`config.mk`:
```
export PLATFORM = sky130hd
export DESIGN_NAME = seven_seg_status_scroller
export DESIGN_NICKNAME = d
export VERILOG_FILES = /design/src/rtl/seven_seg_status_scroller.sv
export SDC_FILE = /design/constraint.sdc
export NUM_CORES = 1
export LEC_CHECK = 0
export ABC_AREA = 1
export CAP_MARGIN = 20
export CORE_MARGIN = 2
export CORE_UTILIZATION = 31
export DETAILED_ROUTE_END_ITERATION = 6
export GPL_TIMING_DRIVEN = 0
export SLEW_MARGIN = 20
export SYNTH_ARGS = -nofsm -noshare
export SYNTH_HDL_FRONTEND = slang
export SYNTH_SLANG_ARGS = --single-unit
```
`constraint.sdc`:
```
create_clock -name i_clk -period 7.9 [get_ports i_clk]
set_clock_uncertainty 0.15 [all_clocks]
set_input_delay 1.58 -clock i_clk [delete_from_list [all_inputs] [get_ports i_clk]]
set_output_delay 1.58 -clock i_clk [all_outputs]
set_load 0.005 [all_outputs]
```
`src/rtl/seven_seg_status_scroller.sv`:
```
// seven_seg_status_scroller
//
// Status-message driver for a bank of NUM_DIGITS active-low seven-segment
// digits. The recorder state code (and, while playing, the speed code) picks
// a short text message. Messages that fit are shown right-aligned. Longer
// messages scroll right-to-left, with one blank appended before the text
// repeats. The PAUSE message blinks. Scroll and blink advance once every
// STEP_CYCLES clocks.
//
// Parameters
//   NUM_DIGITS   number of digits driven (4..8)
//   STEP_CYCLES  clocks per scroll/blink step (>= 2)
//
// Ports
//   i_clk    system clock, rising edge
//   i_rst    synchronous active-high reset
//   i_state  recorder state: 0 INIT, 1 IDLE, 2 RECORD, 3 STOP, 4 PLAY,
//            5 PAUSE; 6 and 7 are invalid and light every segment
//   i_speed  bit 4 = slower (minus sign), bits 3:0 = speed factor
//   o_seven  digit k at [7k+6:7k], digit 0 rightmost, segment i at bit i,
//            active-low; driven only from registers
//   o_step   one-cycle pulse in the last cycle of each step period
module seven_seg_status_scroller #(
  parameter int NUM_DIGITS  = 6,
  parameter int STEP_CYCLES = 25_000_000
) (
  input  logic                    i_clk,
  input  logic                    i_rst,
  input  logic [2:0]              i_state,
  input  logic [4:0]              i_speed,
  output logic [7*NUM_DIGITS-1:0] o_seven,
  output logic                    o_step
);

  localparam int             PW   = $clog2(STEP_CYCLES);
  localparam logic [PW-1:0]  TERM = PW'(STEP_CYCLES - 1);

  localparam logic [2:0] S_INIT   = 3'd0;
  localparam logic [2:0] S_IDLE   = 3'd1;
  localparam logic [2:0] S_RECORD = 3'd2;
  localparam logic [2:0] S_STOP   = 3'd3;
  localparam logic [2:0] S_PLAY   = 3'd4;
  localparam logic [2:0] S_PAUSE  = 3'd5;

  localparam logic [6:0] G_BLANK = 7'b1111111;
  localparam logic [6:0] G_MINUS = 7'b0111111;
  localparam logic [6:0] G_A     = 7'b0001000;
  localparam logic [6:0] G_C     = 7'b1000110;
  localparam logic [6:0] G_D     = 7'b1000000;
  localparam logic [6:0] G_E     = 7'b0000110;
  localparam logic [6:0] G_I     = 7'b1111001;
  localparam logic [6:0] G_L     = 7'b1000111;
  localparam logic [6:0] G_N     = 7'b1001000;
  localparam logic [6:0] G_O     = 7'b1000000;
  localparam logic [6:0] G_P     = 7'b0001100;
  localparam logic [6:0] G_R     = 7'b0001000;
  localparam logic [6:0] G_S     = 7'b0010010;
  localparam logic [6:0] G_T     = 7'b1001110;
  localparam logic [6:0] G_U     = 7'b1000001;
  localparam logic [6:0] G_Y     = 7'b0010001;
  localparam logic [6:0] G_2     = 7'b0100100;
  localparam logic [6:0] G_3     = 7'b0110000;
  localparam logic [6:0] G_4     = 7'b0011001;
  localparam logic [6:0] G_5     = 7'b0010010;
  localparam logic [6:0] G_6     = 7'b0000010;
  localparam logic [6:0] G_7     = 7'b1011000;
  localparam logic [6:0] G_8     = 7'b0000000;

  // Message length per state; invalid states report 0 so they never scroll.
  function automatic logic [2:0] msg_len(input logic [2:0] st);
    logic [2:0] len;
    case (st)
      S_INIT, S_IDLE, S_STOP: len = 3'd4;
      S_RECORD, S_PLAY:       len = 3'd6;
      S_PAUSE:                len = 3'd5;
      default:                len = 3'd0;
    endcase
    return len;
  endfunction

  // Only speed factors 2..8 have a digit; anything else leaves the slot blank.
  function automatic logic [6:0] speed_glyph(input logic [3:0] f);
    logic [6:0] g;
    case (f)
      4'd2:    g = G_2;
      4'd3:    g = G_3;
      4'd4:    g = G_4;
      4'd5:    g = G_5;
      4'd6:    g = G_6;
      4'd7:    g = G_7;
      4'd8:    g = G_8;
      default: g = G_BLANK;
    endcase
    return g;
  endfunction

  // Glyph of character i (0 = leftmost) of the message for state st.
  function automatic logic [6:0] msg_char(input logic [2:0] st,
                                          input logic [4:0] spd,
                                          input logic [2:0] i);
    logic [6:0] g;
    g = G_BLANK;
    case (st)
      S_INIT: case (i)
        3'd0: g = G_I;  3'd1: g = G_N;  3'd2: g = G_I;  default: g = G_T;
      endcase
      S_IDLE: case (i)
        3'd0: g = G_I;  3'd1: g = G_D;  3'd2: g = G_L;  default: g = G_E;
      endcase
      S_STOP: case (i)
        3'd0: g = G_S;  3'd1: g = G_T;  3'd2: g = G_O;  default: g = G_P;
      endcase
      S_RECORD: case (i)
        3'd0: g = G_R;  3'd1: g = G_E;  3'd2: g = G_C;
        3'd3: g = G_O;  3'd4: g = G_R;  default: g = G_D;
      endcase
      S_PAUSE: case (i)
        3'd0: g = G_P;  3'd1: g = G_A;  3'd2: g = G_U;
        3'd3: g = G_S;  default: g = G_E;
      endcase
      S_PLAY: case (i)
        3'd0: g = spd[4] ? G_MINUS : G_BLANK;
        3'd1: g = speed_glyph(spd[3:0]);
        3'd2: g = G_P;  3'd3: g = G_L;  3'd4: g = G_A;  default: g = G_Y;
      endcase
      default: g = G_BLANK;
    endcase
    return g;
  endfunction

  logic [2:0]    r_state, state_n;
  logic [4:0]    r_speed;
  logic [2:0]    pos, pos_n;
  logic [PW-1:0] prescaler, prescaler_n;
  logic          blink_on, blink_n;
  logic          step;

  logic [2:0]    len_r;
  logic          invalid;
  logic          scroll;
  logic          term;
  logic          chg;

  assign len_r   = msg_len(r_state);
  assign invalid = (r_state > S_PAUSE);
  assign scroll  = ({1'b0, len_r} > 4'(NUM_DIGITS));
  assign term    = (prescaler == TERM);
  assign chg     = (i_state != r_state);

  // A state change restarts the step timer and swallows any coinciding step.
  always_comb begin
    state_n     = r_state;
    pos_n       = pos;
    blink_n     = blink_on;
    step        = 1'b0;
    prescaler_n = term ? '0 : prescaler + 1'b1;
    if (chg) begin
      state_n     = i_state;
      pos_n       = '0;
      prescaler_n = '0;
      blink_n     = 1'b1;
    end else if (term) begin
      step    = 1'b1;
      blink_n = ~blink_on;
      if (scroll) pos_n = (pos == len_r) ? 3'd0 : pos + 3'd1;
    end
  end

  assign o_step = step & ~i_rst;

  always_ff @(posedge i_clk) begin
    if (i_rst) begin
      r_state   <= S_INIT;
      r_speed   <= '0;
      pos       <= '0;
      prescaler <= '0;
      blink_on  <= 1'b1;
    end else begin
      r_state   <= state_n;
      r_speed   <= i_speed;
      pos       <= pos_n;
      prescaler <= prescaler_n;
      blink_on  <= blink_n;
    end
  end

  // Display decode. In scroll mode the virtual string is the message plus one
  // trailing blank (period L+1); idx never exceeds 2L+1 there because
  // NUM_DIGITS < L, so a single wrap subtraction is enough.
  logic [6:0] seg;
  logic [4:0] idx;
  logic [4:0] len5;

  always_comb begin
    o_seven = '1;
    seg     = G_BLANK;
    idx     = '0;
    len5    = {2'b00, len_r};
    for (int k = 0; k < NUM_DIGITS; k++) begin
      seg = G_BLANK;
      idx = '0;
      if (invalid) begin
        seg = 7'b0000000;
      end else if (!scroll) begin
        if (5'(k) < len5) seg = msg_char(r_state, r_speed, 3'(len5 - 5'(k) - 5'd1));
      end else begin
        idx = {2'b00, pos} + 5'(NUM_DIGITS - 1 - k);
        if (idx > len5) idx = idx - len5 - 5'd1;
        if (idx != len5) seg = msg_char(r_state, r_speed, idx[2:0]);
      end
      if ((r_state == S_PAUSE) && !blink_on) seg = G_BLANK;
      o_seven[7*k +: 7] = seg;
    end
  end

endmodule

```
Word-level counts from Yosys, hierarchy flattened
Cells that the tools add are included.
W data, S select, Z words.
{"block": "totals", "register_bits": 37, "inputBits": 10, "out_inout_bits": 43, "word_cells": 302}
{"block": "op_classes", "add_sub_neg": 29, "magnitude_cmp": 14, "eq_ne": 69, "n_mux": 138, "bitwise_logic": 3, "reduce_logical": 44}
{"operator": "$pmux W7 S3", "count": 36}
{"operator": "$pmux W7 S6", "count": 12}
{"operator": "$pmux W7 S5", "count": 12}
{"operator": "$pmux W7 S4", "count": 12}
{"operator": "$mux W7", "count": 31}
{"operator": "$pmux W6 S2", "count": 12}
{"operator": "$mux W5", "count": 18}
{"operator": "$eq A3 B2 Y1 const B", "count": 26}
{"operator": "$reduce_or A2 Y1", "count": 26}
{"operator": "$pmux W7 S7", "count": 1}
{"operator": "$eq A3 B3 Y1 const B", "count": 14}
{"operator": "$eq A3 B1 Y1 const B", "count": 13}
{"operator": "$logic_not A3 Y1", "count": 13}
{"operator": "$ne A5 B3 Y1", "count": 6}
{"operator": "$add A25 B1 Y25 const B", "count": 1}
{"operator": "$eq A25 B25 Y1 const B", "count": 1}
{"operator": "$sub A4 B3 Y5", "count": 5}
{"operator": "$sub A5 B1 Y5 const B", "count": 5}
{"operator": "$sub A3 B2 Y3 const B", "count": 7}
{"operator": "$gt A4 B3 Y1", "count": 5}
{"operator": "$eq A4 B3 Y1 const B", "count": 4}
{"operator": "$pmux W3 S3", "count": 1}
{"operator": "$add A3 B2 Y4 const B", "count": 2}
{"operator": "$add A3 B3 Y4 const B", "count": 2}
{"operator": "other kinds (23)", "count": 32}

Longest topological paths before layout
Gate-level depths: netlist of run 1.
{"block": "depth", "word_depth": 16, "mapped_depth": 29, "depth_no_buf": 25}

Least setup slack after synthesis of run 1
Ideal clock, no wire load.
{"block": "synth_path", "path_kind": "reg2out", "start": "register r_state[1]", "end": "output port o_seven[22]", "t_arrival_ns": 3.749, "t_required_ns": 6.170, "slack_ns": 2.421, "stages_incl_launch_ff": 29, "path_buffers": 4, "cell_sequence": "dfxtp_1 -> buf_4 -> inv_2 -> nand2_1 -> nor2_1 -> buf_2 -> buf_2 -> inv_1 -> ha_1 -> inv_1 -> nor2_4 -> inv_2 -> buf_4 -> fa_1 -> nor2_1 -> nand2_1 -> nand2_1 -> nand2_4 -> o21ai_4 -> inv_4 -> nand2_1 -> nand2_1 -> nor2_2 -> nand2_2 -> nand3_1 -> inv_1 -> nand2_1 -> nand2_1 -> nand2_1"}
{"block": "synth_via", "elab_chain_len": 16, "elab_cells_between_ends": 55, "cone_classes": "4 x add/sub; 4 x order compare; 14 x eq/ne; 23 x mux; 10 x reduce/logical"}
{"element": "start, declared", "line": "131", "text": "logic [2:0] r_state, state_n;"}
{"element": "start signal, assigned", "line": "179", "text": "r_state <= state_n;"}
{"element": "$eq A3 B2 Y1, or another cell as far along", "line": "72, 103"}
{"element": "$reduce_or A3 Y1 or $reduce_or A2 Y1 (tied branches)", "line": "72", "text": "case (st)"}
{"element": "$pmux W3 S3", "line": "72"}
{"element": "$sub A4 B3 Y5", "line": "208", "text": "if (idx > len5) idx = idx - len5 - 5'd1;"}
{"element": "$sub A5 B1 Y5", "line": "208"}
{"element": "$mux W5", "line": "208"}
{"element": "$mux W5", "line": "204", "text": "end else if (!scroll) begin"}
{"element": "$mux W5", "line": "202", "text": "if (invalid) begin"}
{"element": "$eq A3 B3 Y1, or another cell as far along", "line": "113, 121"}
{"element": "$reduce_or A2 Y1 (no line)"}
{"element": "$pmux W7 S3 or $pmux W6 S2 (tied branches)", "line": "113, 104"}
{"element": "$pmux W7 S6", "line": "103", "text": "case (st)"}
{"element": "$mux W7", "line": "209", "text": "if (idx != len5) seg = msg_char(r_state, r_speed, idx[2:0]);"}
{"element": "$mux W7", "line": "204"}
{"element": "$mux W7", "line": "202"}
{"element": "$mux W7 (*)", "line": "211", "text": "if ((r_state == S_PAUSE) && !blink_on) seg = G_BLANK;"}
{"element": "end, declared", "line": "31", "text": "output logic [7*NUM_DIGITS-1:0] o_seven,"}
Mark *: on every way between the ends. The rest lies on a longest branch, timed or not. The select of a mux whose other input is x is not followed.

Worst setup path after layout of run 1
{"block": "layout_path", "start": "register r_state[0]", "end": "output port o_seven[26]"}
{"block": "layout_via", "elab_chain_len": 16, "elab_cells_between_ends": 47, "cone_classes": "4 x add/sub; 4 x order compare; 14 x eq/ne; 17 x mux; 8 x reduce/logical"}
{"element": "$eq A3 B2 Y1, or another cell as far along", "line": "72, 103"}
{"element": "$reduce_or A3 Y1 or $reduce_or A2 Y1 (tied branches)", "line": "72"}
{"element": "$pmux W3 S3", "line": "72"}
{"element": "$sub A4 B3 Y5", "line": "208"}
{"element": "$sub A5 B1 Y5", "line": "208"}
{"element": "$mux W5", "line": "208"}
{"element": "$mux W5", "line": "204"}
{"element": "$mux W5", "line": "202"}
{"element": "$eq A3 B2 Y1 or $logic_not A3 Y1 (tied branches)", "line": "104, 107, 121"}
{"element": "$reduce_or A2 Y1 (no line)"}
{"element": "$pmux W6 S2", "line": "104", "text": "S_INIT: case (i)"}
{"element": "$pmux W7 S6", "line": "103"}
{"element": "$mux W7", "line": "209"}
{"element": "$mux W7", "line": "204"}
{"element": "$mux W7", "line": "202"}
{"element": "$mux W7 (*)", "line": "211"}
Marks and branches as above.

==> metrics, run 1 <==
syn nets 1366; layout cell share with drive strength beyond 1 9.53%; first-pass GRT wire length 47600 um; Final Max Slew Viols 0; Core Util, Final 36.1%; FF-to-FF setup slack 4.13 ns; WL met1 12700 um; synthesis-stage register bit count 37; TritonRoute pass-1 iters 6; Max Freq 132 MHz; Overflow after GRT 0; area leader, netlist nand2_1; Post-synth top cells nand2_1, nor2_1, inv_1, nand3_1, o21ai_0; Setup crit start r_state[0]$_SDFFE_PP0P_; number of distinct library cells after synthesis 55; Critical Path AT 5.86 ns; setup bufs post-CTS 0; synthesized area per cell 5.46 um2; DR top layer met4; critical path class register to output pin; largest net degree at the start of global routing 17; Synth Instances 1315; Vias per Instance 5.50; routed wl met2 13200 um; Slew headroom 13.6%; Synth area leaders nand2_1, dfxtp_1, nand3_1; Post-synth EDFFs 0; vias in the first global route 8602; Area growth syn-to-layout 14.4%; power density cells 113 nW/um2; final period utilization 96.1%; area share of the largest cell type after synthesis 21.1%; most frequent cell after synthesis nand2_1; number of port buffers 51; Worst Hold Class register to register; H-tree levels 2; Placer Congestion 1.09; Via Count 9122; core box area 22700 um2; post-synthesis async set-or-reset flop share 0%; most frequent CP cell nand2_1; launching point of the worst reg2reg path r_state[0]$_SDFFE_PP0P_; initial antenna violation count 0; worst r2r path cells 14; R2R Path End pos[0]$_SDFFE_PP0P_; Post-CTS Resized 0; unrepaired setup endpoints after global routing no; warning count from the yosys run 0; FILL cells 2594; CTS Buffer Depth 2; minimum clock period 7.59 ns; initial drt markers 971; Total GRT Usage 25.3%; Seq/Total Area, Yosys 10.3%; Max-cap violations 0; Peak VDD IR 0.238 mV; Clock Latency Late Sink 0.28 ns; clock-pin transition on the worst setup and hold timing paths 0.06 ns; status complete, no violations; total wire length 31100 um; Tot Pwr 926 uW; CP max stage cell dfxtp_1; met3 WL 3600 um; Die W 156 um; Max FO, Critical Path 13; Final Hold Fails 0; worst hold slack 0.309 ns; setup violators final 0; Synth Flop Type dfxtp_1; fin nets 1424; die area 24400 um2; CTS root buf clkbuf_16; n_diodes 0; CP startpoint kind register; CTS tree done; total negative slack 0 ns; crit path to o_seven[26]; Chip Height 156 um; Design Area, Final 8210 um2; Site Rows 55; Slew @ Worst Pin 1.29 ns; Hold-fix buffers, CTS 0; total clock sinks 37; CTS Buf Count 5; Leakage 3.81 nW; max incr delay on CP 0.53 ns; drc violations 0; Worst EP required 6.17 ns; area of placed instances 8050 um2; # IOs 53; Initial Util 31.6%; Final HPWL DP 23700 um; antenna viol nets, final 0; Mapped Area 7180 um2; routed wire length per instance 18.7 um; CP endpoint kind output pin
## cell type report
class	instances	area (um2)	area share [%]
buffer	39	228	2.77
clock buffer	6	139	1.69
clock inverter	2	13.8	0.168
inverter	157	597	7.27
multi-input combinational	1082	5620	68.5
sequential	37	741	9.02
tap	285	357	4.34
timing repair buffer	51	510	6.22
## per-stage QoR
step                      cells  worst slack, ns
after global routing       1659           0.0805
after CTS                  1659            0.245
after detailed placement   1651            0.572
after global placement     1651            0.528
final                      1659            0.305
after floorplan            1315             2.42
## layer usage
metal / vias up / track usage, %
met5: - / 0
li1: 4393 / -
met2: 516 / 39.9
met1: 4104 / 32.3
met3: 109 / 5.94
met4: 0 / 12.5
## cell usage in the layout, fill, tap and decap left out, drive strengths merged, types with 2 or more instances in the layout
master,count
a211oi,3
a21oi,63
a31oi,7
a41oi,5
buf,26
clkbuf,19
clkdlybuf4s50,51
clkinv,4
dfxtp,37
fa,8
ha,33
inv,155
nand2,438
nand3,134
nand3b,4
nand4,27
nor2,184
nor3,25
nor3b,2
nor4,2
o211ai,14
o21a,3
o21ai,90
o21bai,2
o22ai,5
o31ai,4
or2,3
xnor2,4
xor2,14
## power by group
group / internal [mW] / total, mW / switching, mW
clock network: 0.125 / 0.200 / 0.0751
logic: 0.180 / 0.534 / 0.354
registers: 0.189 / 0.192 / 0.00286
## flip-flops by register name, summed over array words and instances (netlist names)
| signal | count |
|---|---|
| blink_on | 1 |
| pos | 3 |
| prescaler | 25 |
| r_speed | 5 |
| r_state | 3 |
## worst min path at each step
stage	from	endpoint	cells after the start
3_3_place_gp	prescaler[0]$_SDFF_PP0_	prescaler[0]$_SDFF_PP0_	1
6_report	prescaler[0]$_SDFF_PP0_	prescaler[0]$_SDFF_PP0_	1
5_1_grt	prescaler[0]$_SDFF_PP0_	prescaler[0]$_SDFF_PP0_	1
2_1_floorplan	prescaler[0]$_SDFF_PP0_	prescaler[0]$_SDFF_PP0_	1
3_5_place_dp	prescaler[0]$_SDFF_PP0_	prescaler[0]$_SDFF_PP0_	1
4_1_cts	prescaler[0]$_SDFF_PP0_	prescaler[0]$_SDFF_PP0_	1
## critical path: cells and delay by family, from the launching register on
kind | cells | cell delay (ns)
AO/OA/AOI/OAI | 1 | 0.40
buffers and inverters | 8 | 2.00
AND/OR/NAND/NOR | 14 | 1.80
flip-flops | 1 | 0.53
adder cells (fa/ha/maj) | 2 | 0.82
## logic make-up (layout without fill, tap and decap cells)
| kind of cell | count (synthesis) | in the layout | share of synthesized area (%) |
|---|---|---|---|
| XOR/XNOR | 18 | 18 | 2.20 |
| adder cells (fa/ha/maj) | 41 | 41 | 7.98 |
| flip-flops | 37 | 37 | 10.3 |
| AO/OA/AOI/OAI | 202 | 202 | 16.6 |
| buffers and inverters | 196 | 255 | 11.4 |
| AND/OR/NAND/NOR | 821 | 821 | 51.5 |
No activity file was read; power rests on OpenSTA's default activity.
==> run 2, diff against run 1 <==
Settings changed: TNS_END_PERCENT from default to 20.
==> results of run 2 <==
Same layout as run 1: the final DEF is identical, and so are final timing and power.
